### src/rtl/ps2_scancode_rx_pkg.sv
// ps2_scancode_rx_pkg: PS/2 scan-code constants and frame FSM encoding.
package ps2_scancode_rx_pkg;
    localparam logic [7:0] PS2_BREAK = 8'hF0;
    localparam logic [7:0] PS2_EXT   = 8'hE0;
    typedef enum logic [1:0] {ST_IDLE, ST_DATA, ST_PARITY, ST_STOP} state_e;
endpackage

### src/rtl/ps2_sync_filter.sv
// ps2_sync_filter: two-flop synchronizer and glitch filter for the PS/2 lines.
// Emits a one-cycle fallStrobe when the filtered clock goes low.
module ps2_sync_filter #(
    parameter int FILTER_LEN = 8
) (
    input  logic clk,
    input  logic reset,
    input  logic PS2_CLK,
    input  logic PS2_DAT,
    output logic fallStrobe,
    output logic datSync
);
    localparam int CW = $clog2(FILTER_LEN + 1);
    logic [1:0]    clk_sync_q, dat_sync_q;
    logic          filt_q, strobe_q;
    logic [CW-1:0] cnt_q;
    logic          differ, flip;
    assign differ     = clk_sync_q[1] != filt_q;
    assign flip       = differ && cnt_q == CW'(FILTER_LEN - 1);
    assign fallStrobe = strobe_q;
    assign datSync    = dat_sync_q[1];
    // Any sample matching the filtered level restarts the run of differing samples.
    always_ff @(posedge clk) begin
        if (reset) begin
            clk_sync_q <= 2'b11;
            dat_sync_q <= 2'b11;
            filt_q     <= 1'b1;
            cnt_q      <= '0;
            strobe_q   <= 1'b0;
        end else begin
            clk_sync_q <= {clk_sync_q[0], PS2_CLK};
            dat_sync_q <= {dat_sync_q[0], PS2_DAT};
            cnt_q      <= (differ && !flip) ? cnt_q + CW'(1) : '0;
            filt_q     <= flip ? clk_sync_q[1] : filt_q;
            strobe_q   <= flip && !clk_sync_q[1];
        end
    end
endmodule

### src/rtl/ps2_scancode_rx.sv
// ps2_scancode_rx: PS/2 frame receiver plus make-code filter.
// Emits one codeValid per fresh key press; breaks, E0 keys and repeats are dropped.
module ps2_scancode_rx
    import ps2_scancode_rx_pkg::*;
#(
    parameter int FILTER_LEN     = 8,
    parameter int TIMEOUT_CYCLES = 50000
) (
    input  logic       clk,
    input  logic       reset,
    input  logic       PS2_CLK,
    input  logic       PS2_DAT,
    output logic [7:0] outCode,
    output logic       codeValid,
    output logic       frameErr
);
    localparam int TW = $clog2(TIMEOUT_CYCLES + 1);
    state_e        state_q, state_d;
    logic [2:0]    bit_q, bit_d;
    logic [7:0]    shift_q, shift_d, last_q, last_d, out_q, out_d;
    logic          par_q, par_d, brk_q, brk_d, ext_q, ext_d;
    logic          valid_q, valid_d, err_q, err_d;
    logic [TW-1:0] tmo_q, tmo_d;
    logic          strobe, dat, timeout, accept;

    ps2_sync_filter #(.FILTER_LEN(FILTER_LEN)) u_sync (
        .clk        (clk),
        .reset      (reset),
        .PS2_CLK    (PS2_CLK),
        .PS2_DAT    (PS2_DAT),
        .fallStrobe (strobe),
        .datSync    (dat)
    );

    assign timeout   = state_q != ST_IDLE && tmo_q == TW'(TIMEOUT_CYCLES - 1);
    assign accept    = strobe && state_q == ST_STOP && dat && par_q;
    assign outCode   = out_q;
    assign codeValid = valid_q;
    assign frameErr  = err_q;

    always_ff @(posedge clk) begin
        if (reset) begin
            state_q <= ST_IDLE;
            bit_q   <= '0;
            shift_q <= '0;
            par_q   <= 1'b0;
            tmo_q   <= '0;
            brk_q   <= 1'b0;
            ext_q   <= 1'b0;
            last_q  <= 8'h00;
            out_q   <= 8'h00;
            valid_q <= 1'b0;
            err_q   <= 1'b0;
        end else begin
            state_q <= state_d;
            bit_q   <= bit_d;
            shift_q <= shift_d;
            par_q   <= par_d;
            tmo_q   <= tmo_d;
            brk_q   <= brk_d;
            ext_q   <= ext_d;
            last_q  <= last_d;
            out_q   <= out_d;
            valid_q <= valid_d;
            err_q   <= err_d;
        end
    end

    // A strobe in the same cycle as the timeout takes priority.
    always_comb begin
        state_d = state_q;
        if (strobe) begin
            case (state_q)
                ST_IDLE:   state_d = dat ? ST_IDLE : ST_DATA;
                ST_DATA:   state_d = bit_q == 3'd7 ? ST_PARITY : ST_DATA;
                ST_PARITY: state_d = ST_STOP;
                default:   state_d = ST_IDLE;
            endcase
        end else if (timeout) begin
            state_d = ST_IDLE;
        end
    end

    always_comb begin
        bit_d   = bit_q;
        shift_d = shift_q;
        par_d   = par_q;
        brk_d   = brk_q;
        ext_d   = ext_q;
        last_d  = last_q;
        out_d   = out_q;
        valid_d = 1'b0;
        tmo_d   = (strobe || state_q == ST_IDLE) ? '0 : tmo_q + TW'(1);
        err_d   = strobe ? ((state_q == ST_IDLE && dat) || (state_q == ST_STOP && !accept)) : timeout;
        if (strobe) begin
            bit_d = state_q == ST_DATA ? bit_q + 3'd1 : 3'd0;
            if (state_q == ST_DATA) shift_d = {dat, shift_q[7:1]};
            if (state_q == ST_PARITY) par_d = ^{dat, shift_q};
        end
        if (accept) begin
            if (shift_q == PS2_BREAK) begin
                brk_d = 1'b1;
            end else if (shift_q == PS2_EXT) begin
                ext_d = 1'b1;
            end else if (brk_q || ext_q) begin
                brk_d = 1'b0;
                ext_d = 1'b0;
                if (brk_q && shift_q == last_q) last_d = 8'h00;
            end else if (shift_q != last_q) begin
                out_d   = shift_q;
                last_d  = shift_q;
                valid_d = 1'b1;
            end
        end
    end
endmodule

### config.mk
export PLATFORM = sky130hd
export DESIGN_NAME = ps2_scancode_rx
export DESIGN_NICKNAME = d
export VERILOG_FILES = /design/src/rtl/ps2_scancode_rx_pkg.sv /design/src/rtl/ps2_sync_filter.sv /design/src/rtl/ps2_scancode_rx.sv
export SDC_FILE = /design/constraint.sdc
export NUM_CORES = 1
export LEC_CHECK = 0
export ABC_AREA = 1
export BUFFER_PORTS_ARGS = -buffer_cell sky130_fd_sc_hd__clkbuf_2
export CORE_MARGIN = 1
export CORE_UTILIZATION = 40
export CTS_CLUSTER_SIZE = 14
export DETAILED_ROUTE_END_ITERATION = 10
export GPL_TIMING_DRIVEN = 0
export HOLD_SLACK_MARGIN = 0.15
export MAX_ROUTING_LAYER = met4
export PLACE_DENSITY = 0.65
export SYNTH_ARGS = -nofsm -noshare
export SYNTH_HDL_FRONTEND = slang
export SYNTH_SLANG_ARGS = --single-unit
### constraint.sdc
create_clock -name clk -period 2.7 [get_ports clk]
set_input_delay 0.54 -clock clk [delete_from_list [all_inputs] [get_ports clk]]
set_output_delay 0.54 -clock clk [all_outputs]
set_load 0.01 [all_outputs]
==> results_dict.tcl, run 1 <==
set metrics [dict create \
    p_per_area_nw_per_um2 582 \
    grt_use_total 0.170 \
    crit_type "flip-flop to flip-flop" \
    grt_first_pass_wirelength_um 9300 \
    setup_ws_ns 0.918 \
    outcome "finished, violations left" \
    synth.avg_cell_area_um2 7.36 \
    rsz0062_at_grt "false" \
    violations "design-rule violations" \
    globalRoute.totalOverflow 0 \
    grt_max_degree 12 \
    ios 14 \
    die_w_um 85.0 \
    setup_viol 0 \
    ir_drop_mv 0.242 \
    required_ns 2.93 \
    worstPathMaxFanout 10 \
    final.period_utilization 0.660 \
    cp.arrival_ns 2.01 \
    start_util 0.424 \
    route.vias.total 2337 \
    hp-class "input pin to flip-flop" \
    r2r-start "shift_q[1]" \
    synth_most_common_cell "nor2_1" \
    htreeDepth 3 \
    synth_cell_types 32 \
    crit_slowest_cell "dfxtp_1" \
    io_buffers 13 \
    fin_tns_setup_ns 0 \
    cts_max_path_buffers 2 \
    ys_async_sr_fraction 0 \
    end_kind "flip-flop" \
    cts_resized 0 \
    drt-pass1-iter-count 10 \
    synthToLayoutAreaGrowth_pct 14.0 \
    synth-seq-area-share 0.436 \
    remaining_drc_errors 4 \
    cp-startpoint "shift_q[1]" \
    cts-root-buf "clkbuf_8" \
    hold_buffers 0 \
    viasPerCell 4.87 \
    postRouteAntennaNets 0 \
    antenna_found_initial 0 \
    drv_slew 0 \
    drive_gt1_frac 0.117 \
    cpPeakStageDelay_ns 0.39 \
    cpLargestDelayFamily "simple AND/OR/NAND/NOR gates" \
    synth_commonest_cells "nor2_1, dfxtp_1, nand2_1" \
    synthesis.area_um2 2750 \
    synth_top_area_cell "dfxtp_1" \
    crit_chain "inv_1 > ha_1 > nand4_1 > nand2_2 > nor2_2 > nand3_2 > buf_6 > a21oi_1 > nor2_1" \
    wl_um 5260 \
    tightest_slew_ns 0.459 \
    fmax_mhz 561 \
    clock_sinks 60 \
    period_minus_slack_ns 1.78 \
    cts_setup_buffers 0 \
    synth_edf_count 0 \
    core_area_um2 6490 \
    drt-initial-drc-count 93 \
    yosysTopAreaCellShare 0.436 \
    clock_latency_ns 0.34 \
    slew_headroom 0.692 \
    dp_worst_setup_slack_ns 0.686 \
    crit_path_start_kind "flip-flop" \
    ff2ff_setup_slack_ns 0.92 \
    antenna_cells 0 \
    hold_start "PS2_DAT" \
    num_rows 29 \
    synthTopCellsByArea "dfxtp_1, nor2_1, nand2_1" \
    path_clk_slew_ns 0.07 \
    yosys_most_used_dff "dfxtp_1" \
    yosysWarningCount 0 \
    cts_tree "built" \
    maxCapViolations 0 \
    leakage_nw 1.34 \
    dp_hpwl_um 3880 \
    die_y_um 85.0 \
    gp_congestion 0.839 \
    cp.buffers_inverters 2 \
    avgRoutedWirePerCell_um 11.0 \
    dieArea_um2 7220 \
    ys_seq_elements 60 \
    hold_viol_final 0 \
    numCtsBuffers 9 \
    syn_inst 374 \
    fin_util 0.483 \
    final_nets 411 \
    grt_pass1_vias 2098 \
    synth_nets 387 \
    finClkSkew_ns 0.00957 \
]
-- registers in the layout, indices dropped and copies added, names as in the netlist, 2 cells and up --
signal,count
bit_q,3
last_q,8
outCode,8
shift_q,8
state_q,2
tmo_q,16
u_sync.clk_sync_q,2
u_sync.cnt_q,4
u_sync.dat_sync_q,2
-- logic make-up after synthesis --
group / count (synthesis) / synth area share
fa+ha+maj: 9 / 0.0409
flops: 60 / 0.436
xor+xnor: 6 / 0.0191
simple gates: 173 / 0.283
compound gates: 69 / 0.132
buf+inv: 57 / 0.0891
-- metal layers --
metal	global-route usage	up-vias	share of wire
met2	0.254	35	0.45
met3	0.0457	6	0.030
met1	0.210	1042	0.50
li1	-	1254	-
met4	0.0863	0	0.018
met5	-	-	0
-- power breakdown --
| part | internal (mW) | leakage (nW) | total (mW) | switching, mW |
|---|---|---|---|---|
| clock network | 0.544 | 0.113 | 0.911 | 0.366 |
| registers | 0.888 | 0.484 | 0.890 | 0.00211 |
| logic | 0.00969 | 0.745 | 0.0263 | 0.0166 |
-- through the flow --
| step | instances | hold WS (ns) | total power [mW] | instance area, um^2 |
|---|---|---|---|---|
| 2_1_floorplan | 374 | 0.389 | 0.928 | 2750 |
| 3_3_place_gp | 464 | 0.392 | 0.937 | 2910 |
| 3_5_place_dp | 464 | 0.407 | 0.937 | 2910 |
| 4_1_cts | 480 | 0.362 | 1.86 | 3140 |
| 5_1_grt | 480 | 0.375 | 1.91 | 3140 |
| 6_report | 480 | 0.380 | 1.83 | 3140 |
-- cell type report --
| class | count | area, um^2 |
|---|---|---|
| sequential | 60 | 1200 |
| inverter | 48 | 180 |
| buffer | 9 | 65.1 |
| clock inverter | 6 | 86.3 |
| multi-input combinational | 257 | 1310 |
| timing repair buffer | 13 | 65.1 |
| clock buffer | 10 | 138 |
| fill | 658 | 3360 |
| tap | 77 | 96.3 |
-- worst paths after layout --
kind | end | depth (start not counted)
max reg2reg | last_q[6] | 9
min reg2reg | u_sync.dat_sync_q[1] | 1
min | u_sync.dat_sync_q[0] | 2
max | last_q[6] | 9
-- cell usage in the layout, fill, tap and decap left out, types with 4 or more instances in the layout --
master	netlist	routed
clkbuf_2	1	14
ha_1	9	9
buf_6	4	4
nor2_1	62	62
nand2_1	59	59
nor3_1	7	7
or2_2	4	4
inv_1	47	47
dfxtp_1	60	60
o21ai_0	28	28
nand3_1	19	19
clkbuf_8	0	10
a21oi_1	36	36
clkbuf_1	4	4
xor2_1	4	4
nand4_1	6	6
No activity file was read; power rests on OpenSTA's default activity.
==> inputs of run 2 (changes only) <==
- PLACE_DENSITY: 0.65 -> 0.67
- clock period: 2.7 -> 1.53 ns (I/O delays scaled with it)
==> results_dict.tcl, run 2 (same netlist as run 1, synthesis figures left out) <==
set metrics [dict create \
    reg2regPathDepth 9 \
    wl_um 6070 \
    clock_sinks 60 \
    cpPeakStageDelay_ns 0.38 \
    route.vias.total 2492 \
    crit_path_start_kind "flip-flop" \
    avgRoutedWirePerCell_um 12.2 \
    fin_util 0.545 \
    path_clk_slew_ns 0.07 \
    fmax_mhz 620 \
    io_buffers 13 \
    final_cell_mix "nand2_1, nor2_1, dfxtp_1" \
    drv_slew 0 \
    die_y_um 85.0 \
    viasPerCell 5.01 \
    final_cells 497 \
    hold_ws_ns 0.188 \
    p_switching_mw 0.713 \
    tightest_slew_ns 0.427 \
    combPwrFrac 0.016 \
    largest_reg_flops 16 \
    maxCapViolations 0 \
    period_minus_slack_ns 1.61 \
    cp.arrival_ns 1.86 \
    top_register "tmo_q" \
    leakage_nw 1.49 \
    slew_headroom 0.715 \
    whs_path_depth 2 \
    antenna_found_initial 0 \
    p_int_mw 2.50 \
    required_ns 1.78 \
    grt_first_pass_wirelength_um 10100 \
    worstPathMaxFanout 10 \
    cts_tree "built" \
    dp.cells 464 \
    cp.buffers_inverters 2 \
    cp.depth 9 \
    hp-class "input pin to flip-flop" \
    drt-pass1-iter-count 8 \
    grt_pass1_vias 2267 \
    antenna_cells 0 \
    grt_use_total 0.187 \
    htreeDepth 3 \
    dp_hpwl_um 3870 \
    end_kind "flip-flop" \
    ff2ff_setup_slack_ns -0.08 \
    fillers 605 \
    crit_chain "inv_4 > ha_4 > nand4_1 > nand2_2 > nor3_4 > nand2_4 > buf_8 > o21ai_0 > nor2_1" \
    clkPwrFrac 0.498 \
    cpLargestDelayFamily "simple AND/OR/NAND/NOR gates" \
    rsz0062_at_grt "true" \
    crit_slowest_cell "dfxtp_2" \
    core_area_um2 6490 \
    start_util 0.424 \
    crit_end "outCode[2]" \
    clock_latency_ns 0.35 \
    num_rows 29 \
    r2r-start "shift_q[3]" \
    gp_congestion 0.860 \
    hold_viol_final 0 \
    seqPwrFrac 0.486 \
    cts-root-buf "clkbuf_8" \
    globalRoute.totalOverflow 0 \
    setup_ws_ns -0.0816 \
    reg2reg_to "outCode[2]" \
    grt_max_degree 13 \
    drt-initial-drc-count 116 \
    die_w_um 85.0 \
    ir_drop_mv 0.697 \
    final_nets 428 \
    regArea_um2 1230 \
    final.period_utilization 1.05 \
    synthToLayoutAreaGrowth_pct 28.6 \
    cts_max_path_buffers 2 \
    finalPower_mw 3.22 \
    cp-startpoint "shift_q[3]" \
    finClkSkew_ns 0.0124 \
    crit_type "flip-flop to flip-flop" \
    multiInputGateArea_um2 1490 \
    ios 14 \
    postRouteAntennaNets 0 \
    drive_gt1_frac 0.279 \
    numCtsBuffers 9 \
    remaining_drc_errors 4 \
    switching_share 0.222 \
    setup_viol 16 \
    dieArea_um2 7220 \
    violations "design-rule violations, negative setup slack" \
    outcome "finished, violations left" \
    p_per_area_nw_per_um2 908 \
]
[run 2: worst reg2reg max path: stages (launching register included)]
cell	delay, ns
dfxtp_2	0.38
inv_4	0.06
ha_4	0.16
nand4_1	0.13
nand2_2	0.12
nor3_4	0.16
nand2_4	0.13
buf_8	0.17
o21ai_0	0.14
nor2_1	0.06
[run 2: area by class of cell]
type                    count  area share
well taps                  77      0.0272
repair buffers             31      0.0661
flip-flops and latches     60       0.347
inverters                  48      0.0558
clock buffers               9      0.0350
clock inverters             7      0.0279
plain buffers               8      0.0194
multi-input cells         257       0.421
[run 2: worst min-delay path by stage]
stage	slack [ns]	to	from
floorplan	0.39	u_sync.clk_sync_q[1]	u_sync.clk_sync_q[0]
global placement	0.39	u_sync.dat_sync_q[1]	u_sync.dat_sync_q[0]
detailed placement	0.40	u_sync.dat_sync_q[1]	u_sync.dat_sync_q[0]
CTS	0.17	u_sync.fallStrobe	reset
global route	0.18	u_sync.fallStrobe	reset
finish	0.19	u_sync.fallStrobe	reset
[run 2: repair_timing]
| action | 4_1_cts | 5_1_grt |
|---|---|---|
| setup buffers | 12 | 3 |
| setup endpoints to repair | 26 | 30 |
| hold buffers | 2 | 0 |
| endpoints found under the hold margin | 2 | 0 |
| gates cloned | 1 | 0 |
| gates resized for setup | 47 | 39 |
| pin swaps | 20 | 16 |
[run 2: per-layer routing]
metal	part of all wire	routed length, um	vias to the layer above	global-route usage
met5	0	0	-	-
li1	-	-	1299	-
met3	0.043	261	15	0.0506
met4	0.022	132	0	0.0909
met1	0.45	2750	1131	0.217
met2	0.48	2930	47	0.301
[run 2: power groups by stage]
stage	Combinational, mW	Sequential (mW)	Clock, mW
2_1_floorplan	0.0327	1.60	0
3_3_place_gp	0.0467	1.61	0
3_5_place_dp	0.0472	1.61	0
4_1_cts	0.0516	1.57	1.64
5_1_grt	0.0602	1.56	1.72
6_report	0.0529	1.56	1.60
[run 2: metrics by stage]
step           setup WS, ns  instance area, um^2  TNS [ns]
6_report            -0.0816                 3540    -0.800
5_1_grt              -0.153                 3540     -2.33
4_1_cts             -0.0749                 3410    -0.791
3_5_place_dp         -0.247                 2910     -4.37
3_3_place_gp         -0.227                 2910     -3.70
2_1_floorplan        0.0261                 2750         0
